`src/rtl/cpu_ctrl_pkg.sv`:
```
// Shared definitions for the hardwired control sequencer: opcodes, IR field
// positions, micro-step states, opcode classes, ALU code map and the strobe
// bundle produced by the decoder.
package cpu_ctrl_pkg;

  // IR field bit positions
  localparam int OPC_HI = 31;
  localparam int OPC_LO = 27;
  localparam int RA_HI  = 26;
  localparam int RA_LO  = 23;
  localparam int RB_HI  = 22;
  localparam int RB_LO  = 19;
  localparam int RC_HI  = 18;
  localparam int RC_LO  = 15;

  // Opcodes
  localparam logic [4:0] OP_LD   = 5'b00000;
  localparam logic [4:0] OP_ST   = 5'b00010;
  localparam logic [4:0] OP_ADD  = 5'b00011;
  localparam logic [4:0] OP_SUB  = 5'b00100;
  localparam logic [4:0] OP_AND  = 5'b00101;
  localparam logic [4:0] OP_OR   = 5'b00110;
  localparam logic [4:0] OP_SHR  = 5'b00111;
  localparam logic [4:0] OP_SHL  = 5'b01000;
  localparam logic [4:0] OP_ROR  = 5'b01001;
  localparam logic [4:0] OP_ROL  = 5'b01010;
  localparam logic [4:0] OP_ADDI = 5'b01011;
  localparam logic [4:0] OP_ANDI = 5'b01100;
  localparam logic [4:0] OP_ORI  = 5'b01101;
  localparam logic [4:0] OP_MUL  = 5'b01110;
  localparam logic [4:0] OP_DIV  = 5'b01111;
  localparam logic [4:0] OP_NEG  = 5'b10000;
  localparam logic [4:0] OP_NOT  = 5'b10001;
  localparam logic [4:0] OP_NOP  = 5'b11000;
  localparam logic [4:0] OP_HALT = 5'b11001;

  // ALU operation codes that differ from the opcode itself
  localparam logic [4:0] ALU_ADD  = 5'b00011;
  localparam logic [4:0] ALU_AND  = 5'b00101;
  localparam logic [4:0] ALU_OR   = 5'b00110;
  localparam logic [4:0] ALU_NONE = 5'b00000;

  // Micro-step states
  typedef enum logic [3:0] {
    T0, T1, T2, T3, T4, T5, T6, T7, HALT
  } state_t;

  // Execute-sequence families
  typedef enum logic [3:0] {
    CL_ALU, CL_IMM, CL_MULDIV, CL_UNARY, CL_LD, CL_ST, CL_NOP, CL_HALT, CL_ILLEGAL
  } op_class_t;

  // Strobe bundle before register-select decoding
  typedef struct packed {
    logic       pc_out;
    logic       inc_pc;
    logic       ir_in;
    logic       mar_in;
    logic       mdr_in;
    logic       mdr_out;
    logic       mdr_read;
    logic       mem_read;
    logic       mem_write;
    logic       y_in;
    logic       zlow_in;
    logic       zhigh_in;
    logic       zlow_out;
    logic       zhigh_out;
    logic       hi_in;
    logic       lo_in;
    logic       c_out;
    logic       gra;
    logic       grb;
    logic       grc;
    logic       r_in;
    logic       r_out;
    logic       illegal;
    logic [4:0] alu_sel;
  } ctrl_t;

  function automatic op_class_t op_class(input logic [4:0] op);
    case (op)
      OP_ADD, OP_SUB, OP_AND, OP_OR, OP_SHR,
      OP_SHL, OP_ROR, OP_ROL:             op_class = CL_ALU;
      OP_ADDI, OP_ANDI, OP_ORI:           op_class = CL_IMM;
      OP_MUL, OP_DIV:                     op_class = CL_MULDIV;
      OP_NEG, OP_NOT:                     op_class = CL_UNARY;
      OP_LD:                              op_class = CL_LD;
      OP_ST:                              op_class = CL_ST;
      OP_NOP:                             op_class = CL_NOP;
      OP_HALT:                            op_class = CL_HALT;
      default:                            op_class = CL_ILLEGAL;
    endcase
  endfunction

  function automatic logic [4:0] alu_code(input logic [4:0] op);
    case (op)
      OP_ADD, OP_SUB, OP_AND, OP_OR, OP_SHR, OP_SHL, OP_ROR, OP_ROL,
      OP_MUL, OP_DIV, OP_NEG, OP_NOT:     alu_code = op;
      OP_ADDI, OP_LD, OP_ST:              alu_code = ALU_ADD;
      OP_ANDI:                            alu_code = ALU_AND;
      OP_ORI:                             alu_code = ALU_OR;
      default:                            alu_code = ALU_NONE;
    endcase
  endfunction

endpackage

```
`src/rtl/sel_encode.sv`:
```
// Register select encoder: picks ra/rb/rc from the IR according to
// Gra/Grb/Grc and turns Rin/Rout into one-hot register strobes.
module sel_encode
  import cpu_ctrl_pkg::*;
#(
  parameter int NREGS = 16
) (
  input  logic [31:0]      ir,
  input  logic             gra,
  input  logic             grb,
  input  logic             grc,
  input  logic             rin,
  input  logic             rout,
  output logic [NREGS-1:0] R_in,
  output logic [NREGS-1:0] R_out
);

  logic [3:0] sel;

  // Opcode and low immediate bits are not register selectors
  logic unused_ir_bits;
  assign unused_ir_bits = ^{ir[OPC_HI:OPC_LO], ir[RC_LO-1:0]};

  // Field select, then one-hot decode gated by the direction strobes
  always_comb begin
    sel = 4'd0;
    if (gra)      sel = ir[RA_HI:RA_LO];
    else if (grb) sel = ir[RB_HI:RB_LO];
    else if (grc) sel = ir[RC_HI:RC_LO];
    R_in  = rin  ? (NREGS'(1) << sel) : '0;
    R_out = rout ? (NREGS'(1) << sel) : '0;
  end

endmodule

```
`src/rtl/control_sequencer.sv`:
```
// Hardwired control sequencer: fetch, decode and execute micro-steps, one
// step per clock, stalling in memory wait states until mem_done. Outputs
// decode combinationally from the state register and the live IR, and are
// forced to 0 while clr is high.
module control_sequencer
  import cpu_ctrl_pkg::*;
#(
  parameter int NREGS = 16
) (
  input  logic             clk,
  input  logic             clr,
  input  logic [31:0]      ir,
  input  logic             mem_done,
  output logic [NREGS-1:0] R_in,
  output logic [NREGS-1:0] R_out,
  output logic             PCout,
  output logic             IncPC,
  output logic             IRin,
  output logic             MARin,
  output logic             MDRin,
  output logic             MDRout,
  output logic             MDRread,
  output logic             MemRead,
  output logic             MemWrite,
  output logic             Yin,
  output logic             Zlowin,
  output logic             Zhighin,
  output logic             ZLowout,
  output logic             ZHighout,
  output logic             HIin,
  output logic             LOin,
  output logic             HIout,
  output logic             LOout,
  output logic             Cout,
  output logic             PCin,
  output logic             InPortout,
  output logic [4:0]       ALUselect,
  output logic             run,
  output logic             illegal
);

  state_t     state;
  op_class_t  cls;
  logic [4:0] opcode;
  ctrl_t      c_raw;
  ctrl_t      c;

  assign opcode = ir[OPC_HI:OPC_LO];
  assign cls    = op_class(opcode);

  // Micro-step sequencing; wait states advance only on mem_done
  always_ff @(posedge clk or posedge clr) begin
    if (clr) begin
      state <= T0;
    end else begin
      case (state)
        T0: state <= T1;
        T1: if (mem_done) state <= T2;
        T2: state <= T3;
        T3: begin
          case (cls)
            CL_NOP, CL_ILLEGAL: state <= T0;
            CL_HALT:            state <= HALT;
            default:            state <= T4;
          endcase
        end
        T4: state <= (cls == CL_UNARY) ? T0 : T5;
        T5: state <= (cls == CL_ALU || cls == CL_IMM) ? T0 : T6;
        T6: begin
          case (cls)
            CL_LD:   if (mem_done) state <= T7;
            CL_ST:   state <= T7;
            default: state <= T0;
          endcase
        end
        T7: begin
          if (cls != CL_ST || mem_done) state <= T0;
        end
        HALT:    state <= HALT;
        default: state <= T0;
      endcase
    end
  end

  // Strobe decode for the current micro-step
  always_comb begin
    c_raw = '0;
    case (state)
      T0: begin
        c_raw.pc_out = 1'b1;
        c_raw.mar_in = 1'b1;
        c_raw.inc_pc = 1'b1;
      end
      T1: begin
        c_raw.mem_read = 1'b1;
        c_raw.mdr_read = 1'b1;
        c_raw.mdr_in   = 1'b1;
      end
      T2: begin
        c_raw.mdr_out = 1'b1;
        c_raw.ir_in   = 1'b1;
      end
      T3: begin
        case (cls)
          CL_ALU, CL_IMM, CL_LD, CL_ST: begin
            c_raw.grb   = 1'b1;
            c_raw.r_out = 1'b1;
            c_raw.y_in  = 1'b1;
          end
          CL_MULDIV: begin
            c_raw.gra   = 1'b1;
            c_raw.r_out = 1'b1;
            c_raw.y_in  = 1'b1;
          end
          CL_UNARY: begin
            c_raw.grb     = 1'b1;
            c_raw.r_out   = 1'b1;
            c_raw.zlow_in = 1'b1;
            c_raw.alu_sel = alu_code(opcode);
          end
          CL_ILLEGAL: c_raw.illegal = 1'b1;
          default: ;
        endcase
      end
      T4: begin
        case (cls)
          CL_ALU: begin
            c_raw.grc     = 1'b1;
            c_raw.r_out   = 1'b1;
            c_raw.zlow_in = 1'b1;
            c_raw.alu_sel = alu_code(opcode);
          end
          CL_IMM, CL_LD, CL_ST: begin
            c_raw.c_out   = 1'b1;
            c_raw.zlow_in = 1'b1;
            c_raw.alu_sel = alu_code(opcode);
          end
          CL_MULDIV: begin
            c_raw.grb      = 1'b1;
            c_raw.r_out    = 1'b1;
            c_raw.zlow_in  = 1'b1;
            c_raw.zhigh_in = 1'b1;
            c_raw.alu_sel  = alu_code(opcode);
          end
          CL_UNARY: begin
            c_raw.zlow_out = 1'b1;
            c_raw.gra      = 1'b1;
            c_raw.r_in     = 1'b1;
          end
          default: ;
        endcase
      end
      T5: begin
        case (cls)
          CL_ALU, CL_IMM: begin
            c_raw.zlow_out = 1'b1;
            c_raw.gra      = 1'b1;
            c_raw.r_in     = 1'b1;
          end
          CL_MULDIV: begin
            c_raw.zlow_out = 1'b1;
            c_raw.lo_in    = 1'b1;
          end
          CL_LD, CL_ST: begin
            c_raw.zlow_out = 1'b1;
            c_raw.mar_in   = 1'b1;
          end
          default: ;
        endcase
      end
      T6: begin
        case (cls)
          CL_MULDIV: begin
            c_raw.zhigh_out = 1'b1;
            c_raw.hi_in     = 1'b1;
          end
          CL_LD: begin
            c_raw.mem_read = 1'b1;
            c_raw.mdr_read = 1'b1;
            c_raw.mdr_in   = 1'b1;
          end
          CL_ST: begin
            c_raw.gra    = 1'b1;
            c_raw.r_out  = 1'b1;
            c_raw.mdr_in = 1'b1;
          end
          default: ;
        endcase
      end
      T7: begin
        case (cls)
          CL_LD: begin
            c_raw.mdr_out = 1'b1;
            c_raw.gra     = 1'b1;
            c_raw.r_in    = 1'b1;
          end
          CL_ST:   c_raw.mem_write = 1'b1;
          default: ;
        endcase
      end
      default: ;
    endcase
  end

  // clr blanks every strobe immediately, independent of the clock
  assign c = clr ? '0 : c_raw;

  sel_encode #(.NREGS(NREGS)) u_sel_encode (
    .ir    (ir),
    .gra   (c.gra),
    .grb   (c.grb),
    .grc   (c.grc),
    .rin   (c.r_in),
    .rout  (c.r_out),
    .R_in  (R_in),
    .R_out (R_out)
  );

  assign PCout     = c.pc_out;
  assign IncPC     = c.inc_pc;
  assign IRin      = c.ir_in;
  assign MARin     = c.mar_in;
  assign MDRin     = c.mdr_in;
  assign MDRout    = c.mdr_out;
  assign MDRread   = c.mdr_read;
  assign MemRead   = c.mem_read;
  assign MemWrite  = c.mem_write;
  assign Yin       = c.y_in;
  assign Zlowin    = c.zlow_in;
  assign Zhighin   = c.zhigh_in;
  assign ZLowout   = c.zlow_out;
  assign ZHighout  = c.zhigh_out;
  assign HIin      = c.hi_in;
  assign LOin      = c.lo_in;
  assign HIout     = 1'b0;
  assign LOout     = 1'b0;
  assign Cout      = c.c_out;
  assign PCin      = 1'b0;
  assign InPortout = 1'b0;
  assign ALUselect = c.alu_sel;
  assign illegal   = c.illegal;
  assign run       = ~clr & (state != HALT);

endmodule

```
`config.mk`:
```
export PLATFORM = sky130hd
export DESIGN_NAME = control_sequencer
export DESIGN_NICKNAME = d
export VERILOG_FILES = /design/src/rtl/cpu_ctrl_pkg.sv /design/src/rtl/sel_encode.sv /design/src/rtl/control_sequencer.sv
export SDC_FILE = /design/constraint.sdc
export NUM_CORES = 1
export LEC_CHECK = 0
export CAP_MARGIN = 10
export CORE_MARGIN = 3
export CORE_UTILIZATION = 35
export DETAILED_ROUTE_END_ITERATION = 10
export GPL_TIMING_DRIVEN = 0
export PLACE_DENSITY = 0.76
export SLEW_MARGIN = 20
export SYNTH_ARGS = -nofsm -noshare
export SYNTH_HDL_FRONTEND = slang
export SYNTH_SLANG_ARGS = --single-unit
```
`constraint.sdc`:
```
create_clock -name clk -period 4.4 [get_ports clk]
set_input_delay 0.88 -clock clk [delete_from_list [all_inputs] [get_ports clk]]
set_output_delay 0.88 -clock clk [all_outputs]
set_load 0.1 [all_outputs]
```
==> key figures <==
Run status
  – Outcome: finished, final reports clean

Synth
  – Async S/R FF share, synth: between 90% and 100%
  – Synth unique cells: 62
  – Syn Area/Cell: ~6.7 sq um
  – Register area share after synthesis: 6.37%
  – #FFs+latches synth: 4
  – Count leader, synth: nor2_1
  – Top-area cell type share of the netlist area: 8.92%
  – Post-Syn Instances: 234
  – Synth warn: 0
  – Post-Syn Area: 1570 sq um
  – Top cells by area, synth: nor3_1 8.9%, nor2_1 7.6%, dfrtp_1 6.4%
  – Post-synth top cells: 32 x nor2_1, 28 x nor3_1, 21 x nand2_1
  – Main synth FF type: dfrtp_1
  – Post-synth EDFFs: 0
  – Synth area leader: nor3_1

Clock network
  – CTS root buf: clkbuf_8
  – Worst skew pair latency: 220 ps
  – TritonCTS clock tree: yes
  – H-Tree Depth: 1
  – Clk buf depth: 2
  – Reg clk slew, reported paths: 30 ps
  – Sink Count: 4
  – CTS Buf Count: 3

STA
  – Slew Viols, Final: 0
  – Max_slew headroom: between 30% and 40%
  – Least-Margin Pin Slew: around 1000 ps
  – Final Setup Violations: 0
  – Part of the cycle the worst path needs: approximately 99%
  – Crit path time final: approximately 4400 ps
  – Clk_skew: ~0.016 ps
  – Final hold violations: 0
  – F_max: around 0.23 GHz
  – RSZ-0062 raised after global routing: false

Power
  – Peak supply drop: between 0.0004 and 0.0005 V
  – PwrDens: 282 nW/um^2
  – Leakage: approximately 1.3 nW
  – Final Total Pwr: 896 uW

Final layout
  – Share of post-route cells with drive strength above 1: 46.4%
  – Top flop regs: state: 4 flops
  – Area grow syn2layout: 102%
  – Non-Filler Instances: 380
  – Fin area: roughly 3200 sq um
  – Filler cell count: between 200 and 300
  – Register with the most flip-flops: state
  – Final net count: between 300 and 400
  – Final core area utilization: 76.1%
  – Largest register FFs: 4
  – Antenna cells: 0

GRT
  – Total grt overflow: 0
  – Largest net degree at the start of global routing: 11
  – Gr usage total: roughly 25%
  – Initial antenna violation count: 0
  – First-pass GRT wire length: 10.8 mm
  – Vias in the first global route: 2163

Critical path
  – Crit-path max FO: 6
  – CP Capture Type: output port
  – Kind of critical path: input port to output port
  – Worst endpoint data arrival time: about 3500 ps
  – Setup slack, reg-to-reg: approximately 2400 ps
  – Critical path required time: about 3500 ps
  – Critical Path Start: clr
  – Reg2reg start: state[1]$_DFFE_PP0P_
  – Startpoint Class: input port

Die
  – Die X: 73.0 um
  – CORE AREA: 4170 sq um
  – Initial core utilization: a little under two fifths
  – Cell Rows: 23
  – Die extent in y: approximately 73 um
  – Die Area: ~5300 sq um
  – I/O pin count: 95

Detailed routing
  – Post-route DRC: 0
  – Via density per instance: ~6.0
  – Total Wirelength: ~7 mm
  – Vias: between 2000 and 2500
  – Initial drt markers: between 200 and 250
  – Average wire per standard cell: ~18 um
  – Post-DRT Antenna Nets: 0
  – Detailed Routing Iterations Pass 1: 5

Placed design
  – Placed cell area: around 2700 sq um
  – PortBufs: 74
  – Gp weighted congestion: approximately 0.9
  – Placed Cells: around 360
  – Hpwl dp: slightly below 5 mm

Run
  – Max Cap Viol: 0

Hold path
  – Hold Path Class: flip-flop to flip-flop
  – Hold Crit Start: state[3]$_DFFE_PP0P_
## power breakdown
group / total, mW / leakage (nW) / internal [mW] / switching, mW
Sequential: 0.0596 / 0.0510 / 0.0505 / 0.00909
Clock: 0.0769 / 0.0216 / 0.0583 / 0.0186
Combinational: 0.759 / 1.25 / 0.225 / 0.535
## timing repair
item                                    4_1_cts  5_1_grt
endpoints found under the setup margin       47       45
hold buffers                                  0        0
gates resized for setup                     264       33
setup buffers                                13        4
cloned                                        0        1
pin swaps                                    13       14
## cells in the final DEF, fill, tap and decap left out, drive strengths merged, types with 7 or more instances in the layout
cell,n
dlygate4sd2,8
nand3,7
a21oi,12
clkbuf,15
nor2,33
buf,64
inv,8
dlymetal6s2s,8
nand2,21
a32oi,7
nor2b,8
nor3,29
clkdlybuf4s50,21
## worst max-delay path: stages
cell,delay [ps]
clkdlybuf4s50_1,560
nor3_1,550
nand2_1,140
nor3_2,170
clkdlybuf4s50_1,1180
## final cells by class
type	count	area, sq um	area share [%]
clock buffer	3	41.3	1.30
tap	50	62.6	1.97
inverter	8	30.0	0.946
buffer	23	171	5.40
timing repair buffer	92	946	29.8
multi-input combinational	200	1820	57.4
sequential	4	100	3.15
## routing by layer
metal	part of all wire [%]	up-vias	wire length [um]	global-route usage, %
met5	0	-	0	0
li1	-	1062	-	-
met3	6.2	20	434	2.48
met4	2.2	0	156	7.38
met1	43	1071	2990	34.4
met2	49	110	3400	41.5
## metrics by stage
stage / setup TNS [ps] / worst slack, ps / hold slack [ps]
2_1_floorplan: -2930 / -387 / 618
3_3_place_gp: -40510 / -1280 / 718
3_5_place_dp: -41700 / -1340 / 722
4_1_cts: -0.549 / -0.549 / 727
5_1_grt: 0 / 14.4 / 802
6_report: 0 / 33.5 / 735
## cell families (layout without fill, tap and decap cells)
family / count (synthesis) / count (layout) / synth area share (%)
compound gates: 56 / 56 / 29.1
flops: 4 / 4 / 6.37
simple gates: 130 / 130 / 46.0
xor+xnor: 2 / 2 / 1.11
mux: 8 / 8 / 5.57
other cells: 1 / 4 / 0.239
buf+inv: 33 / 126 / 11.5
## worst paths after layout
kind | to | cells past startpoint
worst max register to register | state[0]$_DFFE_PP0P_ | 7
min in group asynchronous | state[2]$_DFFE_PP0P_ | 3
max in group asynchronous | state[1]$_DFFE_PP0P_ | 3
worst min-delay path | state[3]$_DFFE_PP0P_ | 3
worst min register to register | state[3]$_DFFE_PP0P_ | 3
worst max-delay path | HIin | 5
Note: power is estimated with default switching activity, not from simulation.
